==> config.mk <==
export PLATFORM = sky130hd
export DESIGN_NAME = sqrt_sched_flat
export DESIGN_NICKNAME = d
export VERILOG_FILES = /design/src/rtl/sqrt_sched_pkg.sv /design/src/rtl/sqrt_sched_if.sv /design/src/rtl/sqrt_core.sv /design/src/rtl/sqrt_sched_arbiter.sv /design/src/rtl/sqrt_sched.sv /design/src/flat_wrapper.sv
export SDC_FILE = /design/constraint.sdc
export NUM_CORES = 1
export LEC_CHECK = 0
export CAP_MARGIN = 20
export CORE_MARGIN = 2
export CORE_UTILIZATION = 40
export CTS_CLUSTER_DIAMETER = 200
export DETAILED_ROUTE_END_ITERATION = 7
export PLACE_DENSITY = 0.72
export SLEW_MARGIN = 0
export SYNTH_ARGS = -nofsm -noshare
export SYNTH_HDL_FRONTEND = slang
export SYNTH_HIERARCHICAL = 1
export SYNTH_SLANG_ARGS = --single-unit
==> constraint.sdc <==
create_clock -name clk -period 7.5 [get_ports clk]
set_input_delay 2.25 -clock clk [delete_from_list [all_inputs] [get_ports clk]]
set_output_delay 2.25 -clock clk [all_outputs]
set_load 0.01 [all_outputs]
==> src/rtl/sqrt_sched_pkg.sv <==
// ---------------------------------------------------------------------------
// sqrt_pkg
// Shared definitions for the square-root scheduler slice.
//   SQRT_N / SQRT_R : default root width and requester count
//   RAD_W / REM_W   : radicand width (2N) and remainder width (N+1)
//   PTR_W           : width of requester indices and the round-robin pointer
//   schedState_t    : scheduler FSM state encoding
//   nextPtr()       : advances a requester index by one, wrapping at numReq
// ---------------------------------------------------------------------------
package sqrt_pkg;

   localparam int SQRT_N = 16;
   localparam int SQRT_R = 4;
   localparam int RAD_W  = 2 * SQRT_N;
   localparam int REM_W  = SQRT_N + 1;
   localparam int PTR_W  = 3;

   typedef enum logic [2:0] {
      IDLE    = 3'd0,
      LAUNCH  = 3'd1,
      WAIT_LO = 3'd2,
      WAIT_HI = 3'd3,
      RESP    = 3'd4
   } schedState_t;

   // Requester indices never exceed numReq-1, so an equality test is enough
   // to detect the wrap point.
   function automatic logic [PTR_W-1:0] nextPtr(input logic [PTR_W-1:0] ptr,
                                                input int numReq);
      if (ptr == PTR_W'(numReq - 1)) begin
         return '0;
      end
      return ptr + PTR_W'(1);
   endfunction

endpackage

==> src/rtl/sqrt_sched_if.sv <==
// ---------------------------------------------------------------------------
// sqrt_sched_if
// Request/response bundle between the arithmetic clients and sqrt_sched.
//   reqValid/reqData/reqReady : per-requester radicand handshake
//   rspValid/rspReady         : per-requester result handshake
//   rspRoot/rspRem            : result of the current response
//   busy/doneCnt              : scheduler status
// master = client side, slave = scheduler side.
// ---------------------------------------------------------------------------
interface sqrt_sched_if
   import sqrt_pkg::*;
#(
   parameter int N = SQRT_N,
   parameter int R = SQRT_R
);

   logic [R-1:0]       reqValid;
   logic [R*2*N-1:0]   reqData;
   logic [R-1:0]       reqReady;
   logic [R-1:0]       rspValid;
   logic [R-1:0]       rspReady;
   logic [N-1:0]       rspRoot;
   logic [N:0]         rspRem;
   logic               busy;
   logic [15:0]        doneCnt;

   modport master (
      output reqValid, reqData, rspReady,
      input  reqReady, rspValid, rspRoot, rspRem, busy, doneCnt
   );

   modport slave (
      input  reqValid, reqData, rspReady,
      output reqReady, rspValid, rspRoot, rspRem, busy, doneCnt
   );

endinterface

==> src/rtl/sqrt_core.sv <==
// ---------------------------------------------------------------------------
// sqrt_core
// Iterative digit-by-digit integer square root, one root bit per cycle.
//   clk, rst_n   : clock, asynchronous active-low reset
//   i_start      : sampled only while o_complete is high
//   i_radicand   : 2N-bit operand, sampled with i_start
//   o_complete   : high when idle / result valid; low while iterating
//   o_root       : N-bit floor(sqrt(radicand))
//   o_rem        : N+1-bit radicand - root*root
// Latency: the start edge loads the operand, then N further edges iterate;
// o_complete rises on the last of them. There is no early exit.
// ---------------------------------------------------------------------------
module sqrt_core
   import sqrt_pkg::*;
#(
   parameter int N = SQRT_N
)
(
   input  logic           clk,
   input  logic           rst_n,
   input  logic           i_start,
   input  logic [2*N-1:0] i_radicand,
   output logic           o_complete,
   output logic [N-1:0]   o_root,
   output logic [N:0]     o_rem
);

   localparam int CNT_W = $clog2(N + 1);

   logic [2*N-1:0]   r_x;
   logic [N-1:0]     r_root;
   logic [N:0]       r_rem;
   logic [CNT_W-1:0] r_cnt;
   logic             r_complete;
   logic [N+3:0]     w_trial;
   logic             w_trialNeg;

   // Trial subtraction: bring down the next two radicand bits and try to
   // subtract (4*root + 1). One extra top bit holds the sign of the attempt.
   always_comb begin
      w_trial    = {1'b0, r_rem, r_x[2*N-1 -: 2]} - {2'b00, r_root, 2'b01};
      w_trialNeg = w_trial[N+3];
   end

   // Iteration state. A failed trial keeps the shifted partial remainder;
   // its two dropped top bits are always zero in that case because the
   // remainder never exceeds 2*root.
   always_ff @(posedge clk or negedge rst_n) begin
      if (!rst_n) begin
         r_x        <= '0;
         r_root     <= '0;
         r_rem      <= '0;
         r_cnt      <= '0;
         r_complete <= 1'b1;
      end else if (r_complete) begin
         if (i_start) begin
            r_x        <= i_radicand;
            r_root     <= '0;
            r_rem      <= '0;
            r_cnt      <= '0;
            r_complete <= 1'b0;
         end
      end else begin
         r_x <= {r_x[2*N-3:0], 2'b00};
         if (!w_trialNeg) begin
            r_rem  <= w_trial[N:0];
            r_root <= {r_root[N-2:0], 1'b1};
         end else begin
            r_rem  <= {r_rem[N-2:0], r_x[2*N-1 -: 2]};
            r_root <= {r_root[N-2:0], 1'b0};
         end
         if (r_cnt == CNT_W'(N - 1)) begin
            r_complete <= 1'b1;
         end else begin
            r_cnt <= r_cnt + CNT_W'(1);
         end
      end
   end

   assign o_complete = r_complete;
   assign o_root     = r_root;
   assign o_rem      = r_rem;

endmodule

==> src/rtl/sqrt_sched_arbiter.sv <==
// ---------------------------------------------------------------------------
// sqrt_rr_arbiter
// Combinational round-robin arbiter. The search begins at i_ptr and walks
// upward with wrap; the first pending request wins.
//   i_req      : pending request per requester
//   i_ptr      : highest-priority requester index
//   i_enable   : when low no grant is produced
//   o_grant    : one-hot grant
//   o_grantIdx : binary index of the granted requester
// ---------------------------------------------------------------------------
module sqrt_rr_arbiter
   import sqrt_pkg::*;
#(
   parameter int R = SQRT_R
)
(
   input  logic [R-1:0]     i_req,
   input  logic [PTR_W-1:0] i_ptr,
   input  logic             i_enable,
   output logic [R-1:0]     o_grant,
   output logic [PTR_W-1:0] o_grantIdx
);

   // Walk the candidates in priority order starting from the pointer. Each
   // candidate index is turned into a one-hot mask so the request vector is
   // never indexed by a computed value.
   always_comb begin
      logic [PTR_W-1:0] cur;
      logic [R-1:0]     sel;
      logic             found;
      o_grant    = '0;
      o_grantIdx = '0;
      cur        = i_ptr;
      sel        = '0;
      found      = 1'b0;
      for (int k = 0; k < R; k++) begin
         for (int i = 0; i < R; i++) begin
            sel[i] = (cur == PTR_W'(i));
         end
         if (i_enable && !found && (|(i_req & sel))) begin
            found      = 1'b1;
            o_grant    = sel;
            o_grantIdx = cur;
         end
         cur = nextPtr(cur, R);
      end
   end

endmodule

==> src/rtl/sqrt_sched.sv <==
// ---------------------------------------------------------------------------
// sqrt_sched
// Round-robin scheduler sharing one iterative sqrt core among R requesters.
//   clk, rst_n : clock, asynchronous active-low reset (also resets the core)
//   bus        : sqrt_sched_if slave port
//                reqValid/reqData in, reqReady out (one-hot accept strobe)
//                rspValid out (one-hot), rspReady in
//                rspRoot/rspRem out (registered result)
//                busy out (state != IDLE), doneCnt out (completed responses)
// One transaction is in flight at a time; IDLE is visited for one cycle
// between transactions and that cycle performs the next accept.
// ---------------------------------------------------------------------------
module sqrt_sched
   import sqrt_pkg::*;
#(
   parameter int N = SQRT_N,
   parameter int R = SQRT_R
)
(
   input  logic        clk,
   input  logic        rst_n,
   sqrt_sched_if.slave bus
);

   localparam int RADW = 2 * N;

   schedState_t      r_state;
   schedState_t      w_nextState;
   logic [PTR_W-1:0] r_ptr;
   logic [PTR_W-1:0] r_grantIdx;
   logic [RADW-1:0]  r_operand;
   logic [N-1:0]     r_rspRoot;
   logic [N:0]       r_rspRem;
   logic [15:0]      r_doneCnt;

   logic [R-1:0]     w_grant;
   logic [PTR_W-1:0] w_grantIdx;
   logic [R-1:0]     w_grantSel;
   logic [RADW-1:0]  w_reqSel;
   logic             w_arbEnable;
   logic             w_accept;
   logic             w_handshake;
   logic             w_coreStart;
   logic             w_coreComplete;
   logic [N-1:0]     w_coreRoot;
   logic [N:0]       w_coreRem;

   // Arbitration is only allowed in IDLE. rst_n is folded in so reqReady
   // is forced low for the whole time reset is held, not just after an edge.
   assign w_arbEnable = (r_state == IDLE) && rst_n;

   sqrt_rr_arbiter #(.R(R)) u_arbiter (
      .i_req      (bus.reqValid),
      .i_ptr      (r_ptr),
      .i_enable   (w_arbEnable),
      .o_grant    (w_grant),
      .o_grantIdx (w_grantIdx)
   );

   assign w_accept = |w_grant;

   // One-hot view of the latched grantee, used both to present rspValid and
   // to ignore rspReady bits belonging to other requesters.
   always_comb begin
      w_grantSel = '0;
      for (int i = 0; i < R; i++) begin
         w_grantSel[i] = (r_grantIdx == PTR_W'(i));
      end
   end

   assign w_handshake = (r_state == RESP) && (|(bus.rspReady & w_grantSel));

   // Operand mux driven by the one-hot grant; all-zero when nothing is granted.
   always_comb begin
      w_reqSel = '0;
      for (int i = 0; i < R; i++) begin
         if (w_grant[i]) begin
            w_reqSel = bus.reqData[i*RADW +: RADW];
         end
      end
   end

   sqrt_core #(.N(N)) u_core (
      .clk        (clk),
      .rst_n      (rst_n),
      .i_start    (w_coreStart),
      .i_radicand (r_operand),
      .o_complete (w_coreComplete),
      .o_root     (w_coreRoot),
      .o_rem      (w_coreRem)
   );

   // State register.
   always_ff @(posedge clk or negedge rst_n) begin
      if (!rst_n) begin
         r_state <= IDLE;
      end else begin
         r_state <= w_nextState;
      end
   end

   // Next-state logic. The core reports complete=1 out of reset, so a result
   // is only trusted after seeing complete fall (WAIT_LO) and then rise
   // again (WAIT_HI).
   always_comb begin
      w_nextState = r_state;
      case (r_state)
         IDLE:    if (w_accept)        w_nextState = LAUNCH;
         LAUNCH:                       w_nextState = WAIT_LO;
         WAIT_LO: if (!w_coreComplete) w_nextState = WAIT_HI;
         WAIT_HI: if (w_coreComplete)  w_nextState = RESP;
         RESP:    if (w_handshake)     w_nextState = IDLE;
         default:                      w_nextState = IDLE;
      endcase
   end

   // Outputs decoded from the current state.
   always_comb begin
      w_coreStart  = (r_state == LAUNCH);
      bus.reqReady = w_grant;
      bus.rspValid = (r_state == RESP) ? w_grantSel : '0;
      bus.busy     = (r_state != IDLE);
   end

   // Datapath registers: latch grantee and operand on accept, capture the
   // core result when complete rises, and on the response handshake bump
   // the completion counter and move priority past the served requester.
   always_ff @(posedge clk or negedge rst_n) begin
      if (!rst_n) begin
         r_ptr      <= '0;
         r_grantIdx <= '0;
         r_operand  <= '0;
         r_rspRoot  <= '0;
         r_rspRem   <= '0;
         r_doneCnt  <= '0;
      end else begin
         if (w_accept) begin
            r_grantIdx <= w_grantIdx;
            r_operand  <= w_reqSel;
         end
         if ((r_state == WAIT_HI) && w_coreComplete) begin
            r_rspRoot <= w_coreRoot;
            r_rspRem  <= w_coreRem;
         end
         if (w_handshake) begin
            r_doneCnt <= r_doneCnt + 16'd1;
            r_ptr     <= nextPtr(r_grantIdx, R);
         end
      end
   end

   assign bus.rspRoot = r_rspRoot;
   assign bus.rspRem  = r_rspRem;
   assign bus.doneCnt = r_doneCnt;

endmodule
==> src/flat_wrapper.sv <==
// flat-port wrapper written by rule: the top's interface ports become plain ports
module sqrt_sched_flat import sqrt_pkg::*;
#(
   parameter int N = SQRT_N,
   parameter int R = SQRT_R
)
  (clk, rst_n, bus_reqValid, bus_reqData, bus_rspReady, bus_reqReady, bus_rspValid, bus_rspRoot, bus_rspRem, bus_busy, bus_doneCnt);
  sqrt_sched_if #(.N(N), .R(R)) bus_i ();
  input  logic clk;
  input  logic rst_n;
  input wire logic [$bits(bus_i.reqValid)-1:0] bus_reqValid;
  input wire logic [$bits(bus_i.reqData)-1:0] bus_reqData;
  input wire logic [$bits(bus_i.rspReady)-1:0] bus_rspReady;
  output wire logic [$bits(bus_i.reqReady)-1:0] bus_reqReady;
  output wire logic [$bits(bus_i.rspValid)-1:0] bus_rspValid;
  output wire logic [$bits(bus_i.rspRoot)-1:0] bus_rspRoot;
  output wire logic [$bits(bus_i.rspRem)-1:0] bus_rspRem;
  output wire logic [$bits(bus_i.busy)-1:0] bus_busy;
  output wire logic [$bits(bus_i.doneCnt)-1:0] bus_doneCnt;
  assign bus_i.reqValid = bus_reqValid;
  assign bus_i.reqData = bus_reqData;
  assign bus_i.rspReady = bus_rspReady;
  assign bus_reqReady = bus_i.reqReady;
  assign bus_rspValid = bus_i.rspValid;
  assign bus_rspRoot = bus_i.rspRoot;
  assign bus_rspRem = bus_i.rspRem;
  assign bus_busy = bus_i.busy;
  assign bus_doneCnt = bus_i.doneCnt;
  sqrt_sched #(.N(N), .R(R)) u_core (.clk(clk), .rst_n(rst_n), .bus(bus_i));
endmodule
Word level (Yosys, flattened, before mapping)

Index checks and enable logic that the tools add are counted.

Bits in registers: 161
Input port bits: 138
Word-level logic and storage cells: 126

Add/subtract/negate cells: 7
Equal/unequal tests: 26
Mux-type cells: 48
Bitwise gates (word level): 5
Reductions and logical operators: 28

Operators by type and width:

| cell                    | number |
|---|---|
| $mux W32                | 6 |
| $mux W17                | 3 |
| $mux W3                 | 16 |
| $eq A3 B2 Y1 const B    | 12 |
| $mux W16                | 2 |
| $reduce_or A4 Y1        | 6 |
| $and A4 B4 Y4           | 5 |
| $mux W4                 | 5 |
| $sub A19 B18 Y20        | 1 |
| $eq A3 B1 Y1 const B    | 6 |
| $logic_not A3 Y1        | 6 |
| $add A16 B1 Y16 const B | 1 |
| $mux W5                 | 3 |
| $pmux W3 S5             | 1 |
| $add A3 B1 Y3 const B   | 4 |
| $mux W1                 | 12 |
| $logic_and A1 B1 Y1     | 10 |
| $ne A2 B2 Y1 const B    | 4 |
| $add A5 B1 Y5 const B   | 1 |
| $eq A5 B4 Y1 const B    | 1 |
| $ne A2 B1 Y1 const B    | 2 |
| $reduce_and A4 Y1       | 1 |
| $eq A3 B3 Y1 const B    | 1 |
| $logic_not A1 Y1        | 3 |
| 2 further kinds         | 2 |

Logic depth before layout (Yosys ltp)

Depth after elaboration: 21
Depth in mapped cells: 18

Cells and area by module

Netlist, hierarchy kept.

By module, submodules not included:

| module          | times used | cells an instance | area an instance (um^2) | seq. area each (um^2) |
|---|---|---|---|---|
| sqrt_sched      | 1          | 415               | 4438.0                  | 2252.2 |
| sqrt_core       | 1          | 447               | 4192.8                  | 1778.0 |
| sqrt_rr_arbiter | 1          | 90                | 616.8                   | 0.0 |

Worst setup path after synthesis

OpenSTA, ideal clock, no wires.

Path kind: input port to output port
Start point: input bus_reqValid[2]
End point: output bus_reqReady[2]
Arrival time: 3485 ps
Required time: 5250 ps
Path slack: 1765 ps
Stages: 6
Cell sequence: a22oi_1 -> and2_1 -> a31oi_2 -> nor3b_2 -> nand4_1 -> a32oi_1

Cells in the longest elaborated chain, start to end: 16

RTL lines:

| item                              | RTL line                 | source |
|---|---|---|
| from (decl)                       | flat_wrapper.sv:11       | `input wire logic [$bits(bus_i.reqValid)-1:0] bus_reqValid;` |
| $and A4 B4 Y4                     | sqrt_sched_arbiter.sv:40 | `if (i_enable && !found && (\|(i_req & sel))) begin` |
| $reduce_or A4 Y1                  | sqrt_sched_arbiter.sv:40 |  |
| $logic_and A1 B1 Y1               | sqrt_sched_arbiter.sv:40 |  |
| $mux W1                           | sqrt_sched_arbiter.sv:40 |  |
| $logic_not A1 Y1                  | sqrt_sched_arbiter.sv:40 |  |
| $logic_and A1 B1 Y1 (2 in series) | sqrt_sched_arbiter.sv:40 |  |
| $mux W1                           | sqrt_sched_arbiter.sv:40 |  |
| $logic_not A1 Y1                  | sqrt_sched_arbiter.sv:40 |  |
| $logic_and A1 B1 Y1 (2 in series) | sqrt_sched_arbiter.sv:40 |  |
| $mux W1                           | sqrt_sched_arbiter.sv:40 |  |
| $logic_not A1 Y1                  | sqrt_sched_arbiter.sv:40 |  |
| $logic_and A1 B1 Y1 (2 in series) | sqrt_sched_arbiter.sv:40 |  |
| $mux W4 *                         | sqrt_sched_arbiter.sv:40 |  |
| to (decl)                         | flat_wrapper.sv:14       | `output wire logic [$bits(bus_i.reqReady)-1:0] bus_reqReady;` |

Every way passes the cells marked *; elsewhere a longest branch is shown, timed or not.

Worst setup path after layout

Start point: input bus_reqValid[2]
End point: output bus_reqReady[0]

The elaborated chain is that of the path after synthesis.

==> flow_metrics.py <==
metrics = {
    "hold_path": {
        "hold_end": "u_core/bus.doneCnt[15]",
        "hold_depth": 1,
        "min_from": "u_core/bus.doneCnt[15]",
        "hold_class": "flip-flop to flip-flop",
    },
    "cells_and_area": {
        "n_fill_cell": 2084,
        "final_cell_mix": "194 x clkdlybuf4s50_1, 160 x dfrtp_1, 84 x nand2_1, 77 x nor2_1, 55 x inv_1",
        "multi_input_area_um2": 4790,
        "design_area_um2": 12100,
        "fin_nets": 1286,
        "layout.area.seq_um2": 4030,
        "drive_gt1_share_pct": 6.49,
        "syn2layout_area_growth_pct": 30.3,
        "final_common_cell": "clkdlybuf4s50_1",
    },
    "grt": {
        "grt_overflow": 0,
        "track_usage_pct": 19.2,
        "met1_usage_pct": 25.4,
        "grt_use_met3_pct": 4.67,
        "grt_pass1_vias": 7407,
        "grt_pass1_wl_um": 37800,
        "use_met2_pct": 31.4,
        "grt_antenna_before_repair": 1,
        "grt_start_max_net_pins": 101,
        "grt_most_used_layer": "met2",
    },
    "die": {
        "fp.dieW_um": 156,
        "fp-row-count": 55,
        "initial_core_util_pct": 40.8,
        "die-area_um2": 24400,
        "ioPinCount": 196,
        "die_h_um": 156,
        "coreArea_um2": 22600,
    },
    "power_and_ir_drop": {
        "vdd_drop_max_uv": 175,
        "p_per_area_nw_per_um2": 423,
        "leakage_uw": 0.00491,
    },
    "sta": {
        "drv_slew": 0,
        "setup_tns_ns": 0,
        "fin_crit_ns": 7.08,
        "fin_crit_sh_pct": 94.4,
        "worst_pin_slew_ns": 0.961,
        "hold_slack_ns": 0.487,
        "max-slew-margin-rel_pct": 35.6,
        "finalSetupViolCount": 0,
        "maxClockFrequency_mhz": 141,
        "rsz0062_at_grt": "no",
        "fin_skew_ns": 0.00844,
        "final_hold_viol_count": 0,
    },
    "synth": {
        "synth_ff_type": "dfrtp_1",
        "synth-seq-cells": 161,
        "synthCells": 952,
        "avgSynthCellArea_um2": 9.71,
        "ys_top_cells_by_area": "dfrtp_1 43%, ha_1 4.6%, mux2i_1 4.5%",
        "ys_seq_area_share_pct": 43.6,
        "synth_edf_count": 0,
        "synthArstFlopShare_pct": 100,
        "synth_fp_nets": 1124,
        "synth_top_area_cell": "dfrtp_1",
        "synth_cell_types": 78,
        "ys_warn_count": 6,
        "synth.top_cell.area_share_pct": 43.3,
        "netlist_area_um2": 9250,
    },
    "critical_path": {
        "cp.required_ns": 5.25,
        "reg2reg_from": "u_core/r_ptr[1]",
        "startpoint": "bus_reqValid[2]",
        "endpoint_kind": "output pin",
        "setup.worst_path.start_class": "input port",
        "path_common_cell": "clkdlybuf4s50_1",
        "timing.rr.end": "u_core/r_operand[6]",
        "slowest_stage": "clkdlybuf4s50_1",
        "crit_arrival_ns": 4.83,
        "criticalPathCategory": "input port to output pin",
        "ff2ff_path_depth": 16,
        "crit_family": "compound AO/OA/AOI/OAI gates",
        "timing.reg2reg.setup_slack_ns": 2.34,
        "path_cells": "clkdlybuf4s50_1 -> a22oi_1 -> a21oi_1 -> o21ai_0 -> a22o_1 -> a21boi_1 -> clkdlybuf4s50_1",
        "cpPeakStageDelay_ns": 0.61,
        "cp_max_fo": 11,
        "path_buf_inv": 2,
    },
    "routing": {
        "ant_nets": 0,
        "vias": 7724,
        "drtIter0Drc": 468,
        "drc": 0,
        "drt_pre_antenna_iters": 5,
        "wl_um": 23300,
        "avgRoutedWirePerCell_um": 16.5,
        "vias_per_cell": 5.47,
    },
    "clocking": {
        "post_cts_buffers": 0,
        "cts_made_buffers": 17,
        "htree_levels": 4,
        "cts.sinks": 161,
        "cts-root-buf": "clkbuf_16",
        "clk_latency_ns": 0.42,
        "cts_tree": "done",
        "holdBufCountCts": 0,
        "clockBufferDepth": 2,
        "cts.repair.resized": 0,
        "clk_pin_slew_ns": 0.06,
    },
    "placed_design": {
        "place_area_um2": 11400,
        "port_buffers": 195,
        "gp_congestion": 0.862,
        "dpl.hpwl_um": 16800,
    },
    "outcome": {
        "status": "finished clean",
    },
    "job": {
        "drv_cap": 0,
    },
}
## synthesized netlist by cell type (all sizes together), types with 8 or more instances
cell and n:
nor2 77, a22oi 10, mux2 36, clkbuf 43, a211o 17, o211ai 18
nand3 20, a221oi 16, ha 34, a21oi 54, buf 20, xor2 8
o22ai 24, mux2i 42, nand2 84, xnor2 19, dfrtp 160, o21ai 31
a221o 16, nor2b 11, and3 14, and2 8, inv 56, a31oi 35
nand4 8
## cell type report
cell class / count / share of cell area [%]
antenna: 1 / 0.0208
clock buffer: 18 / 3.64
clock inverter: 12 / 1.52
inverter: 56 / 1.74
multi-input combinational: 672 / 39.8
sequential: 161 / 33.5
tap: 285 / 2.96
timing repair buffer: 206 / 16.9
## layer usage
metal,routed length [µm],vias to the layer above
met3,1380,25
met2,11000,226
met5,0,-
li1,-,3814
met1,10500,3659
met4,362,0
## sequential cells by signal, summed over array words and instances (netlist names), 3 cells and up
signal	flops
u_core/bus.doneCnt	16
u_core/bus.rspRem	17
u_core/bus.rspRoot	16
u_core/r_grantIdx	3
u_core/r_operand	32
u_core/r_ptr	3
u_core/r_state	3
u_core/u_core/o_rem	17
u_core/u_core/o_root	16
u_core/u_core/r_cnt	5
u_core/u_core/r_x	32
## power breakdown
| part | internal, µW | switching (µW) | leakage (µW) |
|---|---|---|---|
| registers | 1270 | 288 | 0.00197 |
| logic | 1210 | 1410 | 0.00264 |
| clock network | 566 | 354 | 0.000295 |
| total | 3050 | 2050 | 0.00491 |
## cell families after synthesis
logic type | count (synthesis) | share of synthesized area, %
buffers and inverters | 119 | 5.10
AO/OA/AOI/OAI | 274 | 21.7
flip-flops | 161 | 43.6
multiplexers | 78 | 8.93
AND/OR/NAND/NOR | 259 | 13.5
XOR/XNOR | 27 | 2.56
adder cells (fa/ha/maj) | 34 | 4.60
## through the flow
step / instances / power (µW) / worst slack [ns] / utilization (%)
finish: 1411 / 5100 / 0.417 / 53.2
global route: 1410 / 5530 / 0.263 / 53.2
CTS: 1410 / 5130 / 0.465 / 53.2
detailed placement: 1380 / 4190 / 0.477 / 50.5
global placement: 1380 / 4130 / 0.410 / 50.5
floorplan: 952 / 3440 / 1.76 / -
## worst max-delay path by stage
| stage | to | cells after the start |
|---|---|---|
| CTS | bus_reqReady[0] | 7 |
| global route | bus_reqReady[0] | 7 |
| finish | bus_reqReady[0] | 7 |
| floorplan | bus_reqReady[2] | 6 |
| global placement | bus_reqReady[0] | 7 |
| detailed placement | bus_reqReady[0] | 7 |
Power figures use the tool's default switching activity.
